[src/rtl/bus_pkg.sv]
// bus: shared arbiter state type and default grant timeout
package bus;
  typedef enum logic {IDLE, OWNED} arb_state_e;
  localparam int ARB_TIMEOUT_DEFAULT = 255;
endpackage

[src/rtl/rr_pick.sv]
// rr_pick: round-robin winner search starting just after last_i, with wrap
module rr_pick #(
  parameter int N = 2,
  localparam int W = $clog2(N)
) (
  input  logic [N-1:0] req_i,
  input  logic [W-1:0] last_i,
  output logic         valid_o,
  output logic [W-1:0] win_o
);
  logic [W-1:0] w_k;
  always_comb begin
    valid_o = |req_i;
    win_o = '0;
    w_k = '0;
    // walk offsets from farthest to nearest so the nearest requester wins
    for (int i = N; i >= 1; i--) begin
      w_k = W'((int'(last_i) + i) % N);
      if (req_i[w_k]) win_o = w_k;
    end
  end
endmodule

[src/rtl/bus_arbiter.sv]
// bus_arbiter: round-robin bus arbiter with burst lock and grant timeout
module bus_arbiter
  import bus::*;
#(
  parameter int NUM_MASTERS = 2,
  parameter int TIMEOUT_CYCLES = ARB_TIMEOUT_DEFAULT,
  localparam int IW = $clog2(NUM_MASTERS)
) (
  input  logic                   clk,
  input  logic                   rst,
  input  logic [NUM_MASTERS-1:0] req_i,
  input  logic [NUM_MASTERS-1:0] lock_i,
  input  logic                   ack_i,
  output logic [NUM_MASTERS-1:0] gnt_o,
  output logic [IW-1:0]          gnt_idx_o,
  output logic                   busy_o,
  output logic                   timeout_o
);
  arb_state_e r_state, w_next;
  logic [NUM_MASTERS-1:0] r_gnt;
  logic [IW-1:0] r_idx, r_last, w_win;
  logic [15:0] r_cnt;
  logic r_busy, r_to, w_valid, w_ack_rel, w_abort, w_tmo, w_rel;
  rr_pick #(.N(NUM_MASTERS)) u_pick (
    .req_i  (req_i),
    .last_i (r_last),
    .valid_o(w_valid),
    .win_o  (w_win)
  );
  // ack beats both abort and timeout; abort beats timeout
  always_comb begin
    w_ack_rel = ack_i & ~lock_i[r_idx];
    w_abort = ~ack_i & ~req_i[r_idx];
    w_tmo = ~ack_i & req_i[r_idx] & (r_cnt == 16'(TIMEOUT_CYCLES - 1));
    w_rel = (r_state == OWNED) & (w_ack_rel | w_abort | w_tmo);
    w_next = (r_state == IDLE) ? (w_valid ? OWNED : IDLE) : (w_rel ? IDLE : OWNED);
  end
  always_ff @(posedge clk or posedge rst) begin
    if (rst) begin
      r_state <= IDLE;
      r_gnt <= '0;
      r_idx <= '0;
      r_last <= IW'(NUM_MASTERS - 1);
      r_cnt <= '0;
      r_busy <= 1'b0;
      r_to <= 1'b0;
    end else begin
      r_state <= w_next;
      r_to <= (r_state == OWNED) & w_tmo;
      if (r_state == IDLE) begin
        if (w_valid) begin
          r_gnt <= NUM_MASTERS'(1) << w_win;
          r_idx <= w_win;
          r_busy <= 1'b1;
        end
        r_cnt <= '0;
      end else if (w_rel) begin
        r_gnt <= '0;
        r_busy <= 1'b0;
        r_last <= r_idx;
        r_cnt <= '0;
      end else begin
        r_cnt <= ack_i ? 16'd0 : r_cnt + 16'd1;
      end
    end
  end
  assign gnt_o = r_gnt;
  assign gnt_idx_o = r_idx;
  assign busy_o = r_busy;
  assign timeout_o = r_to;
endmodule
[config.mk]
export PLATFORM = sky130hd
export DESIGN_NAME = bus_arbiter
export DESIGN_NICKNAME = d
export VERILOG_FILES = /design/src/rtl/bus_pkg.sv /design/src/rtl/rr_pick.sv /design/src/rtl/bus_arbiter.sv
export SDC_FILE = /design/constraint.sdc
export NUM_CORES = 1
export LEC_CHECK = 0
export ABC_AREA = 1
export CAP_MARGIN = 40
export CORE_MARGIN = 2
export CORE_UTILIZATION = 24
export DETAILED_ROUTE_END_ITERATION = 10
export SETUP_SLACK_MARGIN = 0.4
export SYNTH_ARGS = -nofsm -noshare
export SYNTH_HDL_FRONTEND = slang
export SYNTH_SLANG_ARGS = --single-unit
[constraint.sdc]
create_clock -name clk -period 1.4 [get_ports clk]
set_clock_uncertainty 0.05 [all_clocks]
set_input_delay 0.42 -clock clk [delete_from_list [all_inputs] [get_ports clk]]
set_output_delay 0.42 -clock clk [all_outputs]
set_load 0.01 [all_outputs]
======== Word level (Yosys, flattened, before mapping) ========
Index checks and enable logic that the tools add are counted.
cells by class
  muxes and demuxes ....................... 22
  reductions and logical operators ........ 5
  $add $sub $neg .......................... 3
  equality and inequality tests ........... 2
  shift-type cells ........................ 1
  bitwise logic cells ..................... 12
  order comparisons ....................... 3
operators with widths
  cell                   number
  $mux 16                3
  $add 16x1->16 const B  1
  $eq 16x8->1 const B    1
  $mux 1                 16
  $and 1x1->1            6
  $lt 1x2->1 const B     3
  $mux 2                 3
  $reduce_and 2->1       3
  $not 1->1              4
  $add 1x1->1 const B    2
  $ne 2x1->1 const B     1
  $or 1x1->1             2
  $reduce_bool 2->1      1
  $reduce_or 2->1        1
  $shl 1x1->2 const A    1
word-level totals
  word-level logic and storage cells ...... 55
  output and inout port bits .............. 5
  input port bits ......................... 7
  bits in registers ....................... 23

======== Longest topological paths before layout ========
Gate-level depths: netlist (run 1).
  word-level depth ........................ 9
  depth in mapped cells ................... 10
  mapped depth without buffers ............ 10

======== Cells and area by module ========
From an unflattened synthesis (run 1), not the netlist that was laid out.
second synthesis, totals
  cell total of the unflattened synthesis .. 169
  area total of the unflattened synthesis .. 1313.8 um2
by module, submodules not included
  module       area an instance (um2)  cells each  instances  sequential area each (um2)
  bus_arbiter  1298.7                  166         1          576.8
  rr_pick      15.0                    3           1          0.0

======== Least setup slack after synthesis (run 1) ========
No wires, ideal clock.
  kind .................................... reg2reg
  start ................................... register r_cnt[0]
  end ..................................... register r_gnt[0], in the netlist gnt_o[0]
  stages on the path, launching flop included .. 10
  path buffers ............................ 0
  arrival time ............................ 1.170 ns
  library setup time ...................... 0.117 ns
  data required time ...................... 1.233 ns
  setup slack ............................. 0.062 ns
  clock period less this slack ............ 1.338 ns
  path through ............................ dfrtp_1 inv_1 ha_1 nand2_1 nor2_2 nand3_2 nand2_4 nand2_8 nand3_1 nand2_1
between the ends
  longest elaborated chain between the ends .. 6
RTL lines
  what                        RTL line           RTL
  from (decl)                 bus_arbiter.sv:22  logic [15:0] r_cnt;
  from (signal assigned)      bus_arbiter.sv:63  r_cnt <= ack_i ? 16'd0 : r_cnt + 16'd1;
  $eq 16x8->1                 bus_arbiter.sv:34  w_tmo = ~ack_i & req_i[r_idx] & (r_cnt == 16'(TIMEOUT_CYCLES - 1));
  $and 1x1->1                 bus_arbiter.sv:34
  $or 1x1->1                  bus_arbiter.sv:35  w_rel = (r_state == OWNED) & (w_ack_rel | w_abort | w_tmo);
  $and 1x1->1                 bus_arbiter.sv:35
  $ne 2x1->1 (no line)        --
  $reduce_and 2->1 (no line)  --
  to (signal assigned)        bus_arbiter.sv:52  r_gnt <= NUM_MASTERS'(1) << w_win;
  to (decl)                   bus_arbiter.sv:20  logic [NUM_MASTERS-1:0] r_gnt;
No other way between the ends.
A chain may end at the register's enable or synchronous reset.

======== Worst setup path after layout (run 1) ========
  start ................................... register r_cnt[0]
  end ..................................... register r_cnt[7]
between the ends
  longest elaborated chain between the ends .. 6
  elaborated cells on any way between the ends .. 8
  those cells by class .................... 1 x add/sub; 1 x eq/ne; 3 x mux; 3 x bitwise
RTL lines
  what                                                   RTL line           RTL
  branches (longest 4 deep; another with $add 16x1->16)  --
  $mux 16 (*)                                            bus_arbiter.sv:57  end else if (w_rel) begin
  $mux 16 (*)                                            bus_arbiter.sv:50  if (r_state == IDLE) begin
Mark *: on every way between the ends.

==> flow_summary.toml, run 1 <==
[outcome]
outcome = "finished, violations left"
violations = "setup timing"

[critical_path]
start_to_end_type_of_the_worst_setup_path = "flop to flop"
critical_path.slowest_cell = "sky130_fd_sc_hd__dfrtp_1"
worst-endpoint-required_ns = 1.50
critical_path_arrival_ns = 1.57
rr_startpoint = "r_cnt[0]"
reg2reg_to = "r_cnt[7]"
startpoint_type_of_the_worst_setup_path = "flop"
ff2ff_setup_slack_ns = -0.07
worstRegToRegCells = 8
worst-path-buf-inv = 2
kind_of_end_point_of_the_critical_path = "flop"
slowest_delay_ns = 0.40
worst_path_dominant_cell_family = "simple AND/OR/NAND/NOR gates"
crit_path_max_fanout = 5
critical_path.cell_chain = "inv_1 > ha_2 > nand2_2 > nor2_4 > nand3_4 > buf_6 > nand4_4 > nor2_1"

[clocking]
cts-buffers-inserted = 3
worst_skew_pair.late_latency_ns = 0.26
cts_sinks = 23
cts_htree_levels = 1
clkSlewWorstSetupHoldPaths_ns = 0.08
clk_root_buffer_cell = "sky130_fd_sc_hd__clkbuf_8"
max_clock_buf_depth = 2
ctsHoldBuffers = 0
clock_tree_from_tritoncts = "yes"

[sta]
finalMaxSlewViolations = 0
max_slew_margin_vs_limit = 0.834
finalWorstPathRequiredPeriod_ns = 1.47
report.final.hold_viol_count = 0
setup-violations-final = 15
min_period_over_period = 1.05
postLayoutSetupSlackWorst_ns = -0.0677
setup_repair_after_global_routing_missed_its_margin = "yes"
max_freq_ghz = 0.681
tightestPinTransition_ns = 0.247

[power_and_ir_drop]
powerDensity_mw_per_mm2 = 1150
worst_case_vdd_ir_drop_mv = 0.958
power_mw = 2.39
leakage_nw = 0.930

[global_route]
gr-usage-all-layers = 0.116
grt_first_pass_wirelength_mm = 5.59
grt_max_degree = 24
first_global_vias = 1204
initial_antenna_violation_count = 0
grt_overflow = 0

[floorplanning]
floorplan_core_area_sq_mm = 0.00517
die_w_um = 77.6
io_pins = 12
dieArea_sq_mm = 0.00602
initial_standard_cell_utilization_of_the_core = 0.251
row_count = 26
die_h_um = 77.6

[final_layout]
postLayoutCoreUtil = 0.401
syn_to_final_growth_pct = 59.5
share_of_post_route_cells_with_drive_strength_above_1 = 0.495
num_antenna_cells = 0
final_nets = 222

[placed_design]
port-buffer-count = 11
dp_worst_setup_slack_ns = -0.492
place.gp.congestion = 0.851
place.detailed.hpwl_mm = 2.13

[logic_synthesis]
syn_area_sq_mm = 0.00130
synth_flop_cell = "sky130_fd_sc_hd__dfrtp_1"
yosys_register_bits = 23
synthArstFlopShare = 1.00
synth.distinct_cells = 26
syn-num-nets = 170
syn_avg_cell_area_sq_um = 8.07
ys.warnings.count = 0
number_of_enable_type_register_cells_in_the_synthesized_netlist = 0
netlist_instances = 161
yosysSeqAreaShare = 0.444

[routing]
drt_pre_antenna_iters = 4
vias = 1202
route.antenna.remaining_nets = 0
post_drt_wl_per_cell_um = 12.0
drtIter0Drc = 55
postRouteWirelength_mm = 3.39
via_per_inst = 4.26
drcViolationCount = 0

[min_path]
hold_class = "primary input to asynchronous set/reset pin"

[flow_run]
maxCapViolations = 0
-- state kept, by name, summed over array words and instances (netlist names) --
| signal | flops |
|---|---|
| busy_o | 1 |
| gnt_idx_o | 1 |
| r_cnt | 16 |
| gnt_o | 2 |
| r_last | 1 |
| r_state | 1 |
| timeout_o | 1 |
-- cell type report --
class                   instances  area (sq um)
fillers                       495          3100
multi-input cells             118           890
flip-flops and latches         23           578
repair buffers                 46           390
well taps                      70          87.6
inverters                      21          82.6
clock buffers                   4          45.0
-- cells in the final DEF, fill, tap and decap left out, types with 2 or more instances in the layout --
master	Yosys	routed
sky130_fd_sc_hd__buf_4	1	28
sky130_fd_sc_hd__nor2_1	35	25
sky130_fd_sc_hd__dfrtp_1	22	21
sky130_fd_sc_hd__nand2_1	26	20
sky130_fd_sc_hd__inv_1	18	13
sky130_fd_sc_hd__nand3_2	1	9
sky130_fd_sc_hd__nor2_2	3	8
sky130_fd_sc_hd__nand2_2	4	8
sky130_fd_sc_hd__inv_2	3	7
sky130_fd_sc_hd__xor2_1	8	7
sky130_fd_sc_hd__nor2_4	0	5
sky130_fd_sc_hd__nand3_1	14	5
sky130_fd_sc_hd__buf_2	0	5
sky130_fd_sc_hd__nand2_4	2	4
sky130_fd_sc_hd__xnor2_1	5	4
sky130_fd_sc_hd__dlygate4sd2_1	0	4
sky130_fd_sc_hd__buf_6	0	4
sky130_fd_sc_hd__clkbuf_8	0	3
sky130_fd_sc_hd__o21ai_2	1	2
sky130_fd_sc_hd__nand2_8	1	2
sky130_fd_sc_hd__a21oi_4	0	2
sky130_fd_sc_hd__nand4_4	1	2
sky130_fd_sc_hd__nor3_2	0	2
sky130_fd_sc_hd__o21ai_0	2	2
sky130_fd_sc_hd__clkdlybuf4s50_1	0	2
sky130_fd_sc_hd__buf_12	0	2
-- per-layer routing --
metal	up-vias	global-route usage	routed length [um]
met5	-	0	0
met1	565	0.153	1450
met4	0	0.0196	25
li1	603	-	-
met3	4	0.0279	166
met2	30	0.193	1750
-- tightest hold or removal path, stage by stage --
cell,delay (ns)
sky130_fd_sc_hd__clkdlybuf4s50_1,0.39
sky130_fd_sc_hd__inv_1,0.09
sky130_fd_sc_hd__buf_12,0.18
-- synthesized netlist by cell type, types with 3 or more instances --
cell,instances,area share
sky130_fd_sc_hd__dfrtp_1,22,0.42
sky130_fd_sc_hd__inv_1,18,0.052
sky130_fd_sc_hd__inv_2,3,0.0087
sky130_fd_sc_hd__nand2_1,26,0.075
sky130_fd_sc_hd__nand2_2,4,0.019
sky130_fd_sc_hd__nand3_1,14,0.054
sky130_fd_sc_hd__nor2_1,35,0.10
sky130_fd_sc_hd__nor2_2,3,0.014
sky130_fd_sc_hd__nor3_1,3,0.012
sky130_fd_sc_hd__xnor2_1,5,0.034
sky130_fd_sc_hd__xor2_1,8,0.054
-- report_power, final --
group	switching, mW	internal, mW
Clock	0.206	0.203
Sequential	0.0853	0.771
Combinational	0.595	0.527
Total	0.886	1.50
-- what timing repair did --
action / in CTS / in global routing
pin swaps: 11 / 10
gates cloned: 2 / 0
endpoints found under the hold margin: 0 / 0
setup buffers: 13 / 5
resized for setup: 55 / 28
setup endpoints to repair: 28 / 28
-- kinds of logic (layout without fill, tap and decap cells) --
kind of cell               after synthesis  after routing  synth area share
and+or+nand+nor                         94             96             0.351
DFF                                     23             23             0.444
buffers and inverters                   22             71            0.0664
xor gates and xnor gates                13             13            0.0876
AOI/OAI and AO/OA                        7              7            0.0318
adders and majority gates                2              2            0.0192
-- worst max-delay path by stage --
stage                  start  endpoint  slack (ns)  cells past startpoint
global route        r_cnt[0]  gnt_o[1]       -0.16                      9
CTS                 r_cnt[0]  gnt_o[1]       -0.02                      9
detailed placement     ack_i  r_cnt[1]       -0.49                      9
finish              r_cnt[0]  r_cnt[7]       -0.07                      8
global placement       ack_i  r_cnt[2]       -0.42                      9
floorplan           r_cnt[0]    busy_o         0.1                      9
-- stage by stage --
stage / instances / instance area, sq um / setup TNS, ns / hold slack (ns)
floorplan: 161 / 1310 / 0 / 0.371
global placement: 258 / 1640 / -8.44 / 0.411
detailed placement: 258 / 1640 / -9.73 / 0.414
CTS: 277 / 1900 / -0.113 / 0.427
global route: 282 / 2070 / -2.29 / 0.452
finish: 282 / 2070 / -0.716 / 0.424
Power figures use the tool's default switching activity.
==> run 2: changes to the inputs <==
==> constraint.sdc (replaced) <==
create_clock -name clk -period 1.33 [get_ports clk]
set_clock_uncertainty 0.05 [all_clocks]
set_input_delay 0.399 -clock clk [delete_from_list [all_inputs] [get_ports clk]]
set_output_delay 0.399 -clock clk [all_outputs]
set_load 0.01 [all_outputs]
==> run 2 against run 1 <==
- the run still ends with setup timing left
- design area shrank 1.6%
- power grew 5.4%
- hold slack lost 0.12 ns
- via count shrank 1.4%
- clock power grew 9.8%
- combinational power grew 4%
- non-clock buffer count grew 2
- highest routed layer unchanged
==> flow_summary.toml, run 2 (synthesis gave the netlist of run 1 again) <==
[sta]
tightestPinTransition_ns = 0.281
max_freq_ghz = 0.701
finalMaxSlewViolations = 0
timing.setup.tns_ns = -1.48
finalWorstPathRequiredPeriod_ns = 1.43
min_period_over_period = 1.07
postLayoutSetupSlackWorst_ns = -0.0958
setup_repair_after_global_routing_missed_its_margin = "yes"
setup-violations-final = 21
max_slew_margin_vs_limit = 0.813
report.final.hold_viol_count = 0

[routing]
via_per_inst = 4.17
route.antenna.remaining_nets = 0
postRouteWirelength_mm = 3.21
drcViolationCount = 0
post_drt_wl_per_cell_um = 11.3
drt_pre_antenna_iters = 4
vias = 1185
drtIter0Drc = 63

[global_route]
grt_first_pass_wirelength_mm = 5.67
grt_overflow = 0
grt_max_degree = 19
gr-usage-all-layers = 0.118
initial_antenna_violation_count = 0
first_global_vias = 1300

[final_layout]
regMostFlops = "r_cnt"
most-common-layout-cells = "sky130_fd_sc_hd__buf_4 (31), sky130_fd_sc_hd__nor2_1 (29), sky130_fd_sc_hd__nand2_1 (21)"
mostFrequentLayoutCell = "sky130_fd_sc_hd__buf_4"
post_layout_nonfiller_instances = 284
num_antenna_cells = 0
final_nets = 224
largest_register_ffs = 16
final.fill_count = 520
syn_to_final_growth_pct = 56.9
share_of_post_route_cells_with_drive_strength_above_1 = 0.477

[clocking]
clock_tree_from_tritoncts = "yes"
clkSlewWorstSetupHoldPaths_ns = 0.09
cts_htree_levels = 1
clk_root_buffer_cell = "sky130_fd_sc_hd__clkbuf_8"
ctsHoldBuffers = 0
cts_sinks = 23
cts-buffers-inserted = 3
max_clock_buf_depth = 2
worst_skew_pair.late_latency_ns = 0.27

[power_and_ir_drop]
worst_case_vdd_ir_drop_mv = 1.02
seq_power_share = 0.356
switching_share = 0.371
leakage_nw = 0.925
power.switching_mw = 0.934
pwr-share-clk = 0.179
powerDensity_mw_per_mm2 = 1230
power_mw = 2.52
cell_internal_pwr_mw = 1.58
comb_power_share = 0.466

[placed_design]
place.detailed.hpwl_mm = 2.18
dp_worst_setup_slack_ns = -0.477
numPlacedInstances = 269
port-buffer-count = 11
place.gp.congestion = 0.809

[critical_path]
kind_of_end_point_of_the_critical_path = "flop"
crit_path_max_fanout = 5
start_to_end_type_of_the_worst_setup_path = "flop to flop"
ff2ff_setup_slack_ns = -0.1
worst-endpoint-required_ns = 1.45
critical_path_arrival_ns = 1.54
startpoint_type_of_the_worst_setup_path = "flop"

[flow_run]
maxCapViolations = 0

[floorplanning]
floorplan_core_area_sq_mm = 0.00517
die_w_um = 77.6
die_h_um = 77.6
io_pins = 12
dieArea_sq_mm = 0.00602
row_count = 26
initial_standard_cell_utilization_of_the_core = 0.251

[min_path]
hold_class = "primary input to asynchronous set/reset pin"

[outcome]
outcome = "finished, violations left"
violations = "setup timing"
[run 2: changes by cell type in the layout (fill, tap and decap cells not counted), moves of 2 or more]
cell,change
sky130_fd_sc_hd__o21ai_0,-2
sky130_fd_sc_hd__a21oi_2,+2
sky130_fd_sc_hd__buf_4,+3
sky130_fd_sc_hd__o21ai_1,+2
sky130_fd_sc_hd__a21oi_4,-2
sky130_fd_sc_hd__nor2_1,+4
sky130_fd_sc_hd__nor2_2,-3
[run 2: layout make-up]
class                           instances  area, sq um  share of cell area
Clock buffer                            3         41.3              0.0202
Clock inverter                          1         5.00             0.00245
Inverter                               21         83.8              0.0411
Multi-Input combinational cell        118          835               0.409
Sequential cell                        23          579               0.284
Tap cell                               70         87.6              0.0429
Timing Repair Buffer                   48          408               0.200
[run 2: final timing paths]
check	from	end	cells after the start
worst max-delay path	r_cnt[0]	r_cnt[14]	8
worst min-delay path	rst	r_cnt[0]	2
worst max register to register	r_cnt[0]	r_cnt[14]	8
worst min register to register	r_last	r_last	2
max in group asynchronous	rst	r_cnt[8]	3
min in group clk	r_last	r_last	2
[run 2: layer usage]
| layer | vias up | part of all wire | GRT usage |
|---|---|---|---|
| met3 | 7 | 0.027 | 0.0302 |
| met4 | 0 | 0.016 | 0.0464 |
| li1 | 609 | - | - |
| met5 | - | 0 | 0 |
| met1 | 556 | 0.44 | 0.137 |
| met2 | 13 | 0.51 | 0.208 |
[run 2: power by group through the flow]
stage	Combinational (mW)	Sequential [mW]	Clock [mW]
finish	1.17	0.895	0.449
CTS	1.05	0.890	0.461
global route	1.27	0.913	0.495
floorplan	0.427	0.915	0
detailed placement	0.809	0.893	0
global placement	0.806	0.896	0
[run 2: critical path: stages, from the launching register on]
cell	delay (ns)
sky130_fd_sc_hd__dfrtp_1	0.42
sky130_fd_sc_hd__inv_1	0.07
sky130_fd_sc_hd__ha_2	0.17
sky130_fd_sc_hd__nand2_2	0.06
sky130_fd_sc_hd__nor2_4	0.10
sky130_fd_sc_hd__nand3_4	0.13
sky130_fd_sc_hd__buf_4	0.17
sky130_fd_sc_hd__nand4_4	0.09
sky130_fd_sc_hd__nor2_1	0.06
[run 2: what timing repair did]
action / in CTS / in global routing
setup endpoints to repair: 28 / 28
pin swaps: 11 / 7
gates cloned: 2 / 0
setup buffers: 6 / 3
gates resized for setup: 58 / 18
[run 2: stage by stage]
step / hold WS (ns) / instance area, sq um / utilization
after detailed placement: 0.416 / 1730 / 0.334
after CTS: 0.310 / 1950 / 0.377
after global routing: 0.343 / 2040 / 0.394
after global placement: 0.411 / 1730 / 0.334
final: 0.305 / 2040 / 0.394
after floorplan: 0.350 / 1310 / -
